File: src/rtl/hazard_unit_pkg.sv
// Shared types for the pipeline hazard controller: writeback-select encodings
// and the shadow destination tags that follow instructions through EX/MEM/WB.
package hazard_unit_pkg;

  localparam logic [1:0] WD_ALU  = 2'd0;
  localparam logic [1:0] WD_DRAM = 2'd1;
  localparam logic [1:0] WD_PC4  = 2'd2;
  localparam logic [1:0] WD_IMM  = 2'd3;

  typedef struct packed {
    logic       valid;
    logic [4:0] rd;
  } dst_t;

  // is_load only matters while the writer sits in EX; it is dropped past EX
  typedef struct packed {
    dst_t dst;
    logic is_load;
  } tag_t;

  localparam dst_t DST_INVALID = '{valid: 1'b0, rd: 5'd0};
  localparam tag_t TAG_INVALID = '{dst: DST_INVALID, is_load: 1'b0};

endpackage

File: src/rtl/hazard_unit_if.sv
// Hazard controller bus: ID-stage decode/writeback values in, pipeline
// stall/flush/forward controls and performance counters out.
interface hazard_unit_if #(parameter int CNT_W = 32);

  logic             instr_valid_id_i;
  logic [4:0]       rs1_id_i;
  logic [4:0]       rs2_id_i;
  logic             rs1_used_id_i;
  logic             rs2_used_id_i;
  logic [4:0]       wr_id_i;
  logic             rf_we_id_i;
  logic [1:0]       wd_sel_id_i;
  logic [31:0]      wb_data_ex_i;
  logic [31:0]      wb_data_mem_i;
  logic [31:0]      wb_data_wb_i;
  logic             redirect_ex_i;
  logic             stall_if_o;
  logic             stall_id_o;
  logic             flush_if_id_o;
  logic             flush_id_ex_o;
  logic             fwd_rD1e_o;
  logic             fwd_rD2e_o;
  logic [31:0]      fwd_rD1_o;
  logic [31:0]      fwd_rD2_o;
  logic [CNT_W-1:0] stall_cnt_o;
  logic [CNT_W-1:0] flush_cnt_o;

  modport master (
    output instr_valid_id_i, rs1_id_i, rs2_id_i, rs1_used_id_i, rs2_used_id_i,
           wr_id_i, rf_we_id_i, wd_sel_id_i, wb_data_ex_i, wb_data_mem_i,
           wb_data_wb_i, redirect_ex_i,
    input  stall_if_o, stall_id_o, flush_if_id_o, flush_id_ex_o, fwd_rD1e_o,
           fwd_rD2e_o, fwd_rD1_o, fwd_rD2_o, stall_cnt_o, flush_cnt_o
  );

  modport slave (
    input  instr_valid_id_i, rs1_id_i, rs2_id_i, rs1_used_id_i, rs2_used_id_i,
           wr_id_i, rf_we_id_i, wd_sel_id_i, wb_data_ex_i, wb_data_mem_i,
           wb_data_wb_i, redirect_ex_i,
    output stall_if_o, stall_id_o, flush_if_id_o, flush_id_ex_o, fwd_rD1e_o,
           fwd_rD2e_o, fwd_rD1_o, fwd_rD2_o, stall_cnt_o, flush_cnt_o
  );

endinterface

File: src/rtl/hz_fwd_sel.sv
// Per-operand forwarding matcher: youngest in-flight writer wins, and a load
// still in EX is reported as a load-use hazard instead of being forwarded.
module hz_fwd_sel
  import hazard_unit_pkg::*;
(
  input  logic [4:0]  rs,
  input  logic        used,
  input  logic        id_valid,
  input  tag_t        ex_tag,
  input  dst_t        mem_dst,
  input  dst_t        wb_dst,
  input  logic [31:0] data_ex,
  input  logic [31:0] data_mem,
  input  logic [31:0] data_wb,
  output logic        fwd_en,
  output logic        load_use,
  output logic [31:0] data
);

  logic rd_ok_s;
  logic hit_ex_s;
  logic hit_mem_s;
  logic hit_wb_s;

  assign rd_ok_s   = used & id_valid & (rs != 5'd0);
  assign hit_ex_s  = rd_ok_s & ex_tag.dst.valid & (ex_tag.dst.rd == rs);
  assign hit_mem_s = rd_ok_s & mem_dst.valid & (mem_dst.rd == rs);
  assign hit_wb_s  = rd_ok_s & wb_dst.valid & (wb_dst.rd == rs);

  // Priority select EX > MEM > WB
  always_comb begin
    fwd_en   = 1'b0;
    load_use = 1'b0;
    data     = 32'd0;
    if (hit_ex_s) begin
      if (ex_tag.is_load) begin
        load_use = 1'b1;
      end else begin
        fwd_en = 1'b1;
        data   = data_ex;
      end
    end else if (hit_mem_s) begin
      fwd_en = 1'b1;
      data   = data_mem;
    end else if (hit_wb_s) begin
      fwd_en = 1'b1;
      data   = data_wb;
    end else begin
      fwd_en   = 1'b0;
      load_use = 1'b0;
      data     = 32'd0;
    end
  end

endmodule

File: src/rtl/hazard_unit.sv
// Pipeline hazard controller: shadow destination tags for EX/MEM/WB, operand
// forwarding, load-use bubbles, redirect squashing and saturating counters.
module hazard_unit
  import hazard_unit_pkg::*;
#(
  parameter int CNT_W = 32
) (
  input  logic clk,
  input  logic rst_n,
  hazard_unit_if.slave hz
);

  tag_t             ex_tag_r;
  dst_t             mem_dst_r;
  dst_t             wb_dst_r;
  tag_t             ex_tag_nxt_s;
  logic             fe1_s;
  logic             fe2_s;
  logic             lu1_s;
  logic             lu2_s;
  logic [31:0]      d1_s;
  logic [31:0]      d2_s;
  logic             load_use_s;
  logic             stall_s;
  logic             flush_id_ex_s;
  logic [CNT_W-1:0] stall_cnt_r;
  logic [CNT_W-1:0] flush_cnt_r;

  hz_fwd_sel u_fwd1 (
    .rs       (hz.rs1_id_i),
    .used     (hz.rs1_used_id_i),
    .id_valid (hz.instr_valid_id_i),
    .ex_tag   (ex_tag_r),
    .mem_dst  (mem_dst_r),
    .wb_dst   (wb_dst_r),
    .data_ex  (hz.wb_data_ex_i),
    .data_mem (hz.wb_data_mem_i),
    .data_wb  (hz.wb_data_wb_i),
    .fwd_en   (fe1_s),
    .load_use (lu1_s),
    .data     (d1_s)
  );

  hz_fwd_sel u_fwd2 (
    .rs       (hz.rs2_id_i),
    .used     (hz.rs2_used_id_i),
    .id_valid (hz.instr_valid_id_i),
    .ex_tag   (ex_tag_r),
    .mem_dst  (mem_dst_r),
    .wb_dst   (wb_dst_r),
    .data_ex  (hz.wb_data_ex_i),
    .data_mem (hz.wb_data_mem_i),
    .data_wb  (hz.wb_data_wb_i),
    .fwd_en   (fe2_s),
    .load_use (lu2_s),
    .data     (d2_s)
  );

  // A redirect squashes the stalled instruction anyway, so it wins over load-use
  assign load_use_s    = lu1_s | lu2_s;
  assign stall_s       = load_use_s & ~hz.redirect_ex_i;
  assign flush_id_ex_s = load_use_s | hz.redirect_ex_i;

  assign hz.stall_if_o    = stall_s;
  assign hz.stall_id_o    = stall_s;
  assign hz.flush_if_id_o = hz.redirect_ex_i;
  assign hz.flush_id_ex_o = flush_id_ex_s;
  assign hz.fwd_rD1e_o    = fe1_s;
  assign hz.fwd_rD2e_o    = fe2_s;
  assign hz.fwd_rD1_o     = d1_s;
  assign hz.fwd_rD2_o     = d2_s;
  assign hz.stall_cnt_o   = stall_cnt_r;
  assign hz.flush_cnt_o   = flush_cnt_r;

  // Tag entering EX: a bubble whenever ID/EX is flushed
  always_comb begin
    ex_tag_nxt_s = TAG_INVALID;
    if (flush_id_ex_s) begin
      ex_tag_nxt_s = TAG_INVALID;
    end else begin
      ex_tag_nxt_s.dst.valid = hz.instr_valid_id_i & hz.rf_we_id_i & (hz.wr_id_i != 5'd0);
      ex_tag_nxt_s.dst.rd    = hz.wr_id_i;
      ex_tag_nxt_s.is_load   = (hz.wd_sel_id_i == WD_DRAM);
    end
  end

  // Shadow tag pipeline
  always_ff @(posedge clk or negedge rst_n) begin
    if (!rst_n) begin
      ex_tag_r  <= TAG_INVALID;
      mem_dst_r <= DST_INVALID;
      wb_dst_r  <= DST_INVALID;
    end else begin
      ex_tag_r  <= ex_tag_nxt_s;
      mem_dst_r <= ex_tag_r.dst;
      wb_dst_r  <= mem_dst_r;
    end
  end

  // Saturating stall/flush performance counters
  always_ff @(posedge clk or negedge rst_n) begin
    if (!rst_n) begin
      stall_cnt_r <= '0;
      flush_cnt_r <= '0;
    end else begin
      if (stall_s && (stall_cnt_r != '1)) begin
        stall_cnt_r <= stall_cnt_r + CNT_W'(1);
      end else begin
        stall_cnt_r <= stall_cnt_r;
      end
      if (hz.redirect_ex_i && (flush_cnt_r != '1)) begin
        flush_cnt_r <= flush_cnt_r + CNT_W'(1);
      end else begin
        flush_cnt_r <= flush_cnt_r;
      end
    end
  end

endmodule

File: src/flat_wrapper.sv
// flat-port wrapper written by rule: the top's interface ports become plain ports
module hazard_unit_flat import hazard_unit_pkg::*;
#(
  parameter int CNT_W = 32
)
  (clk, rst_n, hz_instr_valid_id_i, hz_rs1_id_i, hz_rs2_id_i, hz_rs1_used_id_i, hz_rs2_used_id_i, hz_wr_id_i, hz_rf_we_id_i, hz_wd_sel_id_i, hz_wb_data_ex_i, hz_wb_data_mem_i, hz_wb_data_wb_i, hz_redirect_ex_i, hz_stall_if_o, hz_stall_id_o, hz_flush_if_id_o, hz_flush_id_ex_o, hz_fwd_rD1e_o, hz_fwd_rD2e_o, hz_fwd_rD1_o, hz_fwd_rD2_o, hz_stall_cnt_o, hz_flush_cnt_o);
  hazard_unit_if #(.CNT_W(CNT_W)) hz_i ();
  input  logic clk;
  input  logic rst_n;
  input wire logic [$bits(hz_i.instr_valid_id_i)-1:0] hz_instr_valid_id_i;
  input wire logic [$bits(hz_i.rs1_id_i)-1:0] hz_rs1_id_i;
  input wire logic [$bits(hz_i.rs2_id_i)-1:0] hz_rs2_id_i;
  input wire logic [$bits(hz_i.rs1_used_id_i)-1:0] hz_rs1_used_id_i;
  input wire logic [$bits(hz_i.rs2_used_id_i)-1:0] hz_rs2_used_id_i;
  input wire logic [$bits(hz_i.wr_id_i)-1:0] hz_wr_id_i;
  input wire logic [$bits(hz_i.rf_we_id_i)-1:0] hz_rf_we_id_i;
  input wire logic [$bits(hz_i.wd_sel_id_i)-1:0] hz_wd_sel_id_i;
  input wire logic [$bits(hz_i.wb_data_ex_i)-1:0] hz_wb_data_ex_i;
  input wire logic [$bits(hz_i.wb_data_mem_i)-1:0] hz_wb_data_mem_i;
  input wire logic [$bits(hz_i.wb_data_wb_i)-1:0] hz_wb_data_wb_i;
  input wire logic [$bits(hz_i.redirect_ex_i)-1:0] hz_redirect_ex_i;
  output wire logic [$bits(hz_i.stall_if_o)-1:0] hz_stall_if_o;
  output wire logic [$bits(hz_i.stall_id_o)-1:0] hz_stall_id_o;
  output wire logic [$bits(hz_i.flush_if_id_o)-1:0] hz_flush_if_id_o;
  output wire logic [$bits(hz_i.flush_id_ex_o)-1:0] hz_flush_id_ex_o;
  output wire logic [$bits(hz_i.fwd_rD1e_o)-1:0] hz_fwd_rD1e_o;
  output wire logic [$bits(hz_i.fwd_rD2e_o)-1:0] hz_fwd_rD2e_o;
  output wire logic [$bits(hz_i.fwd_rD1_o)-1:0] hz_fwd_rD1_o;
  output wire logic [$bits(hz_i.fwd_rD2_o)-1:0] hz_fwd_rD2_o;
  output wire logic [$bits(hz_i.stall_cnt_o)-1:0] hz_stall_cnt_o;
  output wire logic [$bits(hz_i.flush_cnt_o)-1:0] hz_flush_cnt_o;
  assign hz_i.instr_valid_id_i = hz_instr_valid_id_i;
  assign hz_i.rs1_id_i = hz_rs1_id_i;
  assign hz_i.rs2_id_i = hz_rs2_id_i;
  assign hz_i.rs1_used_id_i = hz_rs1_used_id_i;
  assign hz_i.rs2_used_id_i = hz_rs2_used_id_i;
  assign hz_i.wr_id_i = hz_wr_id_i;
  assign hz_i.rf_we_id_i = hz_rf_we_id_i;
  assign hz_i.wd_sel_id_i = hz_wd_sel_id_i;
  assign hz_i.wb_data_ex_i = hz_wb_data_ex_i;
  assign hz_i.wb_data_mem_i = hz_wb_data_mem_i;
  assign hz_i.wb_data_wb_i = hz_wb_data_wb_i;
  assign hz_i.redirect_ex_i = hz_redirect_ex_i;
  assign hz_stall_if_o = hz_i.stall_if_o;
  assign hz_stall_id_o = hz_i.stall_id_o;
  assign hz_flush_if_id_o = hz_i.flush_if_id_o;
  assign hz_flush_id_ex_o = hz_i.flush_id_ex_o;
  assign hz_fwd_rD1e_o = hz_i.fwd_rD1e_o;
  assign hz_fwd_rD2e_o = hz_i.fwd_rD2e_o;
  assign hz_fwd_rD1_o = hz_i.fwd_rD1_o;
  assign hz_fwd_rD2_o = hz_i.fwd_rD2_o;
  assign hz_stall_cnt_o = hz_i.stall_cnt_o;
  assign hz_flush_cnt_o = hz_i.flush_cnt_o;
  hazard_unit #(.CNT_W(CNT_W)) u_core (.clk(clk), .rst_n(rst_n), .hz(hz_i));
endmodule
File: config.mk
export PLATFORM = sky130hd
export DESIGN_NAME = hazard_unit_flat
export DESIGN_NICKNAME = d
export VERILOG_FILES = /design/src/rtl/hazard_unit_pkg.sv /design/src/rtl/hazard_unit_if.sv /design/src/rtl/hz_fwd_sel.sv /design/src/rtl/hazard_unit.sv /design/src/flat_wrapper.sv
export SDC_FILE = /design/constraint.sdc
export NUM_CORES = 1
export LEC_CHECK = 0
export BUFFER_PORTS_ARGS = -buffer_cell sky130_fd_sc_hd__buf_2
export CORE_MARGIN = 2
export CORE_UTILIZATION = 40
export CTS_CLUSTER_SIZE = 12
export DETAILED_ROUTE_END_ITERATION = 12
export PLACE_DENSITY = 0.7
export SLEW_MARGIN = 25
export SYNTH_ARGS = -nofsm -noshare
export SYNTH_HDL_FRONTEND = slang
export SYNTH_SLANG_ARGS = --single-unit
File: constraint.sdc
create_clock -name clk -period 4.45 [get_ports clk]
set_input_delay 0.2225 -clock clk [delete_from_list [all_inputs] [get_ports clk]]
set_output_delay 0.2225 -clock clk [all_outputs]
set_load 0.01 [all_outputs]
==> flow_summary.yaml, run 1 <==
global_routing:
  grt_max_degree: 84
  grt_pass1_vias: 4903
  use_met2_pct: 34.5
  grt-busiest-layer: "met2"
  grt_util_all_layers_pct: 20.8
  gr-total-overflow: 0
  grt_first_pass_wirelength_mm: 25.0
  antenna_found_initial: 2
  use_met3_pct: 4.74
  grt_use_met1_pct: 27.2
critical_path:
  worstPathRequired_ps: 4230
  cp.arrival_ps: 2850
  crit_chain: "xor2_1, nor4_1, and4b_2, buf_4, a221oi_1, a21oi_1, buf_2"
  path_delay_family: "simple AND/OR/NAND/NOR gates"
  critical_path.slowest_cell: "and4b_2"
  worst-path-buf-inv: 2
  critPathKind: "flop to output port"
  end_kind: "output port"
  critPathLaunchType: "flop"
  cp_max_fo: 31
  cp_slowest_stage_delay_ps: 740
logic_synthesis:
  synth_edf_count: 0
  synthCells: 564
  yosys_warnings: 0
  ys_ff_latch: 83
  syn_nets: 686
  ys_types: 48
  async_flop_share_pct: 100
  synth-main-ff-cell: "dfrtp_1"
  ys_seq_area_share_pct: 36.9
  syn_area_um2: 5620
  synth_area_per_cell_um2: 9.97
sta:
  setup_tns_ps: 0
  min_period_ps: 3080
  setup-violations-final: 0
  hold_viol: 83
  fmax_ghz: 0.325
  worst_slew_pin_slew_ps: 767
  layout_setup_ws_ps: 1370
  slew_headroom_pct: 48.9
  skew_ps: 5.92
  min_period_over_period_pct: 69.1
  whs_ps: -99.2
  rsz0062_at_grt: "false"
  slew_viol_final: 0
power_and_ir_drop:
  pwr_density_cell_nw_per_um2: 247
  power.leakage_uw: 0.00355
  ir_worst_vdd_mv: 0.235
clock_network:
  cts.clk_slew.worst_paths_ps: 60
  cts_post_setup_buffers_inserted: 0
  clk_latency_ps: 330
  ctsLongestPathBuffers: 2
  numCtsBuffers: 9
  htreeDepth: 3
  cts_root_buf: "clkbuf_16"
  cts_tree: "built"
  cts.sinks: 83
  cts_resized: 0
  holdBufCountCts: 0
cells_and_area:
  layout-drive-gt1-share_pct: 43.8
  nNetsFinal: 920
  fill_cells: 1288
  multi_input_area_um2: 3320
  seqCellArea_um2: 2080
  syn2layout_area_growth_pct: 28.9
  final_common_cell: "buf_2"
  mostFrequentLayoutCells: "buf_2 (252), dfrtp_1 (82), xnor2_1 (61)"
floorplan:
  die_w_um: 123
  chipHeight_um: 123
  rows: 43
  die_area_um2: 15000
  coreArea_um2: 13800
  ios: 254
  initial_utilization_pct: 40.7
run:
  cap_violations: 0
status:
  status: "complete, but fails checks"
  failed_checks: "negative hold slack"
drt:
  drcViolationCount: 0
  first_pass_iters: 4
  wl_mm: 16.3
  num_vias: 5384
  drtIter0Drc: 270
  viasPerCell: 5.47
  postRouteAntennaNets: 0
  post_drt_wl_per_cell_um: 16.6
placed_design:
  routabilityCongestion: 0.931
  post-dp-hpwl_mm: 12.3
  place_worst_setup_slack_ps: 1440
  port_buffers: 253
worst_hold_path:
  hold_path_class: "input port to async pin"
## flip-flops by register name, indices dropped and copies added (netlist names)
| signal | cells |
|---|---|
| u_core.mem_dst_r | 6 |
| u_core.hz.stall_cnt_o | 32 |
| u_core.wb_dst_r | 6 |
| u_core.ex_tag_r | 7 |
| u_core.hz.flush_cnt_o | 32 |
## final cells by class
type | instances | share of cell area [%]
antenna | 2 | 0.0691
timing repair buffer | 261 | 18.4
multi-input combinational | 438 | 45.9
tap | 180 | 3.11
clock inverter | 3 | 0.207
inverter | 5 | 0.259
sequential | 83 | 28.7
clock buffer | 12 | 3.40
## final timing paths
kind                                          startpoint                                    end  slack [ps]  cells after the start
max                         u_core.ex_tag_r[4]$_DFF_PN0_                       hz_fwd_rD1_o[19]        1370                      7
min                                                rst_n   u_core.hz.stall_cnt_o[7]$_DFFE_PN0P_        -100                      1
max reg2reg                 u_core.ex_tag_r[4]$_DFF_PN0_  u_core.hz.stall_cnt_o[25]$_DFFE_PN0P_        1740                      6
min reg2reg                u_core.mem_dst_r[5]$_DFF_PN0_           u_core.wb_dst_r[5]$_DFF_PN0_         420                      0
max in group asynchronous                          rst_n           u_core.ex_tag_r[0]$_DFF_PN0_        3950                      1
min in group clk                           hz_wr_id_i[1]           u_core.ex_tag_r[2]$_DFF_PN0_         120                      2
## metrics by stage
step	util (%)	instances	hold slack [ps]	instance area [um2]	total power, uW
2_1_floorplan	-	564	-73.1	5620	980
3_3_place_gp	50.4	967	402	6970	1130
3_5_place_dp	50.4	967	408	6980	1140
4_1_cts	52.3	982	111	7240	1800
5_1_grt	52.4	984	3.16	7250	1870
6_report	52.4	984	-99.2	7250	1790
## cells in the mapped netlist (5+ instances only)
library cell	number	area, um2
nor3_1	16	80.1
nand3_1	24	120
nand2_1	32	120
nand2b_1	33	206
inv_1	5	18.8
buf_6	6	67.6
a221oi_1	33	289
clkbuf_1	17	63.8
a21oi_2	30	263
buf_2	13	65.1
and3_1	11	68.8
xnor2_1	61	534
and2_1	7	43.8
xor2_1	27	236
a21oi_1	40	200
nand4_1	25	156
dfrtp_1	83	2080
a221oi_2	30	450
and4_1	7	61.3
nor2_1	18	67.6
## power by group
| part | total (uW) | switching, uW | leakage, uW | internal (uW) |
|---|---|---|---|---|
| Sequential | 848 | 52.9 | 0.00111 | 795 |
| Combinational | 276 | 148 | 0.00231 | 128 |
| Clock | 668 | 281 | 0.000132 | 387 |
## kinds of logic after synthesis
group                    Yosys count  synth area share, %
AND/OR/NAND/NOR                  196                 20.2
AO/OA/AOI/OAI                    150                 24.2
XOR/XNOR                          88                 13.7
flip-flops                        83                 36.9
buffers and inverters             43                 4.09
multiplexers                       2                0.401
adder cells (fa/ha/maj)            2                0.445
## routing by layer
layer	part of all wire [%]	up-vias
met3	6.9	27
li1	-	2585
met5	0	-
met4	2.1	0
met2	48	203
met1	43	2569
Power figures use the tool's default switching activity.
==> run 2: changes to the inputs <==
--- a/config.mk
+++ b/config.mk
@@ -5,12 +5,13 @@
 export SDC_FILE = /design/constraint.sdc
 export NUM_CORES = 1
 export LEC_CHECK = 0
+export ABC_AREA = 1
 export BUFFER_PORTS_ARGS = -buffer_cell sky130_fd_sc_hd__buf_2
 export CORE_MARGIN = 2
 export CORE_UTILIZATION = 40
 export CTS_CLUSTER_SIZE = 12
 export DETAILED_ROUTE_END_ITERATION = 12
-export PLACE_DENSITY = 0.7
+export PLACE_DENSITY = 0.67
 export SLEW_MARGIN = 25
 export SYNTH_ARGS = -nofsm -noshare
 export SYNTH_HDL_FRONTEND = slang
==> constraint.sdc (replaced) <==
create_clock -name clk -period 3 [get_ports clk]
set_input_delay 0.15 -clock clk [delete_from_list [all_inputs] [get_ports clk]]
set_output_delay 0.15 -clock clk [all_outputs]
set_load 0.01 [all_outputs]
==> flow_summary.yaml, run 2 <==
status:
  status: "finished clean"
global_routing:
  grt_max_degree: 84
  grt_util_all_layers_pct: 26.7
  grt_pass1_vias: 7659
  antenna_found_initial: 6
  grt_first_pass_wirelength_mm: 39.3
  gr-total-overflow: 0
logic_synthesis:
  synth.area.top_cells: "dfrtp_1 (30%), nand2_1 (18%), nand3_1 (18%), nand4_1 (6.5%), nor2_1 (5.5%)"
  synth_most_common_cell: "nand2_1"
  syn_area_um2: 6960
  synth_commonest_cells: "nand2_1 (331), nand3_1 (245), nor2_1 (102), dfrtp_1 (83), nand4_1 (72)"
  yosysTopAreaCell: "dfrtp_1"
  syn_nets: 1203
  synth_edf_count: 0
  synth-main-ff-cell: "dfrtp_1"
  ys_seq_area_share_pct: 29.8
  yosysTopAreaCellShare_pct: 29.8
  async_flop_share_pct: 100
  ys_types: 36
  ys_ff_latch: 83
  yosys_warnings: 0
  synthCells: 1081
  synth_area_per_cell_um2: 6.44
drt:
  first_pass_iters: 5
  wl_mm: 25.6
  drtIter0Drc: 649
  viasPerCell: 5.46
  postRouteAntennaNets: 0
  num_vias: 8393
  post_drt_wl_per_cell_um: 16.7
  drcViolationCount: 0
power_and_ir_drop:
  p_switching_uw: 866
  ir_worst_vdd_mv: 0.351
  p_clk_share_pct: 39.3
  switching_share_pct: 30.0
  seqPwrFrac_pct: 43.6
  power.internal_uw: 2020
  total_power_uw: 2890
  combPwrFrac_pct: 17.1
  pwr_density_cell_nw_per_um2: 336
  power.leakage_uw: 0.00450
critical_path:
  critical_path.slowest_cell: "dfrtp_1"
  critPathLaunchType: "flop"
  critPathKind: "flop to output port"
  worstPathRequired_ps: 2850
  cp.arrival_ps: 2250
  cp_max_fo: 21
  path_common_cell: "nand3_1"
  path_delay_family: "buffers and inverters"
  crit_chain: "xnor2_1, nand2_1, nor2_1, nand3_1, inv_1, buf_4, nand3_1, nand3_1, buf_2"
  cp_slowest_stage_delay_ps: 420
  worst-path-buf-inv: 3
  end_kind: "output port"
sta:
  fmax_ghz: 0.416
  slew_viol_final: 0
  min_period_over_period_pct: 80.1
  setup-violations-final: 0
  worst_slew_pin_slew_ps: 768
  setup_tns_ps: 0
  skew_ps: 8.88
  min_period_ps: 2400
  rsz0062_at_grt: "false"
  hold_viol: 0
  slew_headroom_pct: 48.8
clock_network:
  ctsLongestPathBuffers: 2
  cts_tree: "built"
  numCtsBuffers: 9
  cts.sinks: 83
  clk_latency_ps: 350
  htreeDepth: 3
  cts_root_buf: "clkbuf_16"
  cts.clk_slew.worst_paths_ps: 70
floorplan:
  rows: 48
  die_area_um2: 18500
  initial_utilization_pct: 40.5
  chipHeight_um: 136
  ios: 254
  die_w_um: 136
  coreArea_um2: 17200
run:
  cap_violations: 0
placed_design:
  routabilityCongestion: 0.926
  post-dp-hpwl_mm: 18.8
  port_buffers: 253
cells_and_area:
  final_common_cell: "nand2_1"
  mostFrequentLayoutCells: "nand2_1 (331), buf_2 (252), nand3_1 (244)"
  syn2layout_area_growth_pct: 23.7
  layout-drive-gt1-share_pct: 24.6
  nNetsFinal: 1424
worst_hold_path:
  hold_path_class: "input port to flop"
[run 2: cell count changes after synthesis, moves of 41 or more]
cell	previous run	this run
nor2_1	18	102
xnor2_1	61	20
nand3_1	24	245
inv_1	5	48
nand4_1	25	72
nand2_1	32	331
[run 2: area by class of cell]
cell class | count | area (um2)
fill | 1808 | 8570
multi-input combinational | 880 | 4320
sequential | 83 | 2080
timing repair buffer | 269 | 1400
tap | 225 | 282
clock buffer | 9 | 225
inverter | 59 | 221
clock inverter | 7 | 73.8
antenna | 4 | 10.0
[run 2: path summary, 6_finish.rpt]
kind | from | to | slack (ps) | cells after the start
worst max register to register | u_core.hz.stall_cnt_o[0]$_DFFE_PN0P_ | u_core.hz.stall_cnt_o[18]$_DFFE_PN0P_ | 930 | 9
min in group asynchronous | rst_n | u_core.hz.flush_cnt_o[10]$_DFFE_PN0P_ | 430 | 2
worst min register to register | u_core.ex_tag_r[6]$_DFF_PN0_ | u_core.mem_dst_r[5]$_DFF_PN0_ | 380 | 0
max in group asynchronous | rst_n | u_core.hz.stall_cnt_o[15]$_DFFE_PN0P_ | 2050 | 2
worst min-delay path | hz_wr_id_i[1] | u_core.ex_tag_r[2]$_DFF_PN0_ | 40 | 3
worst max-delay path | u_core.mem_dst_r[4]$_DFF_PN0_ | hz_fwd_rD1_o[9] | 600 | 9
[run 2: metrics by stage]
step                utilization (%)  hold slack (ps)  area (um2)  instances  worst slack (ps)
floorplan                         -             -146        6960       1081              1220
global placement               48.2              329        8270       1514               991
detailed placement             48.2              263        8280       1514               918
CTS                            50.1             18.7        8600       1532               607
global route                   50.1             38.2        8610       1536               393
finish                         50.1             40.5        8610       1536               596
[run 2: repair_timing]
action,in CTS,in global routing
hold buffers,2,0
buffers inserted,0,0
hold endpoints to repair,84,0
gates resized for setup,0,0
[run 2: worst min-delay path: cells and delay by family]
family                 cells  cell delay [ps]
buffers and inverters      2              160
and+or+nand+nor            1               40
[run 2: cell families after synthesis]
group                    after synthesis  synth area share [%]
AO/OA/AOI/OAI                         24                  2.25
XOR/XNOR                              45                  5.66
adder cells (fa/ha/maj)                2                 0.359
buffers and inverters                118                  8.20
flip-flops                            83                  29.8
AND/OR/NAND/NOR                      809                  53.7
[run 2: power groups by stage]
stage	sequential (uW)	combinational, uW	clock (uW)
floorplan	1290	237	0
detailed placement	1280	490	0
global route	1270	556	1210
global placement	1280	485	0
CTS	1260	496	1170
finish	1260	493	1140
[run 2: routing by layer]
| metal | vias to the layer above | track usage (%) | wire length (um) |
|---|---|---|---|
| met3 | 52 | 4.14 | 1900 |
| met2 | 365 | 46.5 | 12600 |
| met4 | 0 | 11.9 | 855 |
| met1 | 3900 | 32.5 | 10300 |
| met5 | - | 0 | 0 |
| li1 | 4076 | - | - |
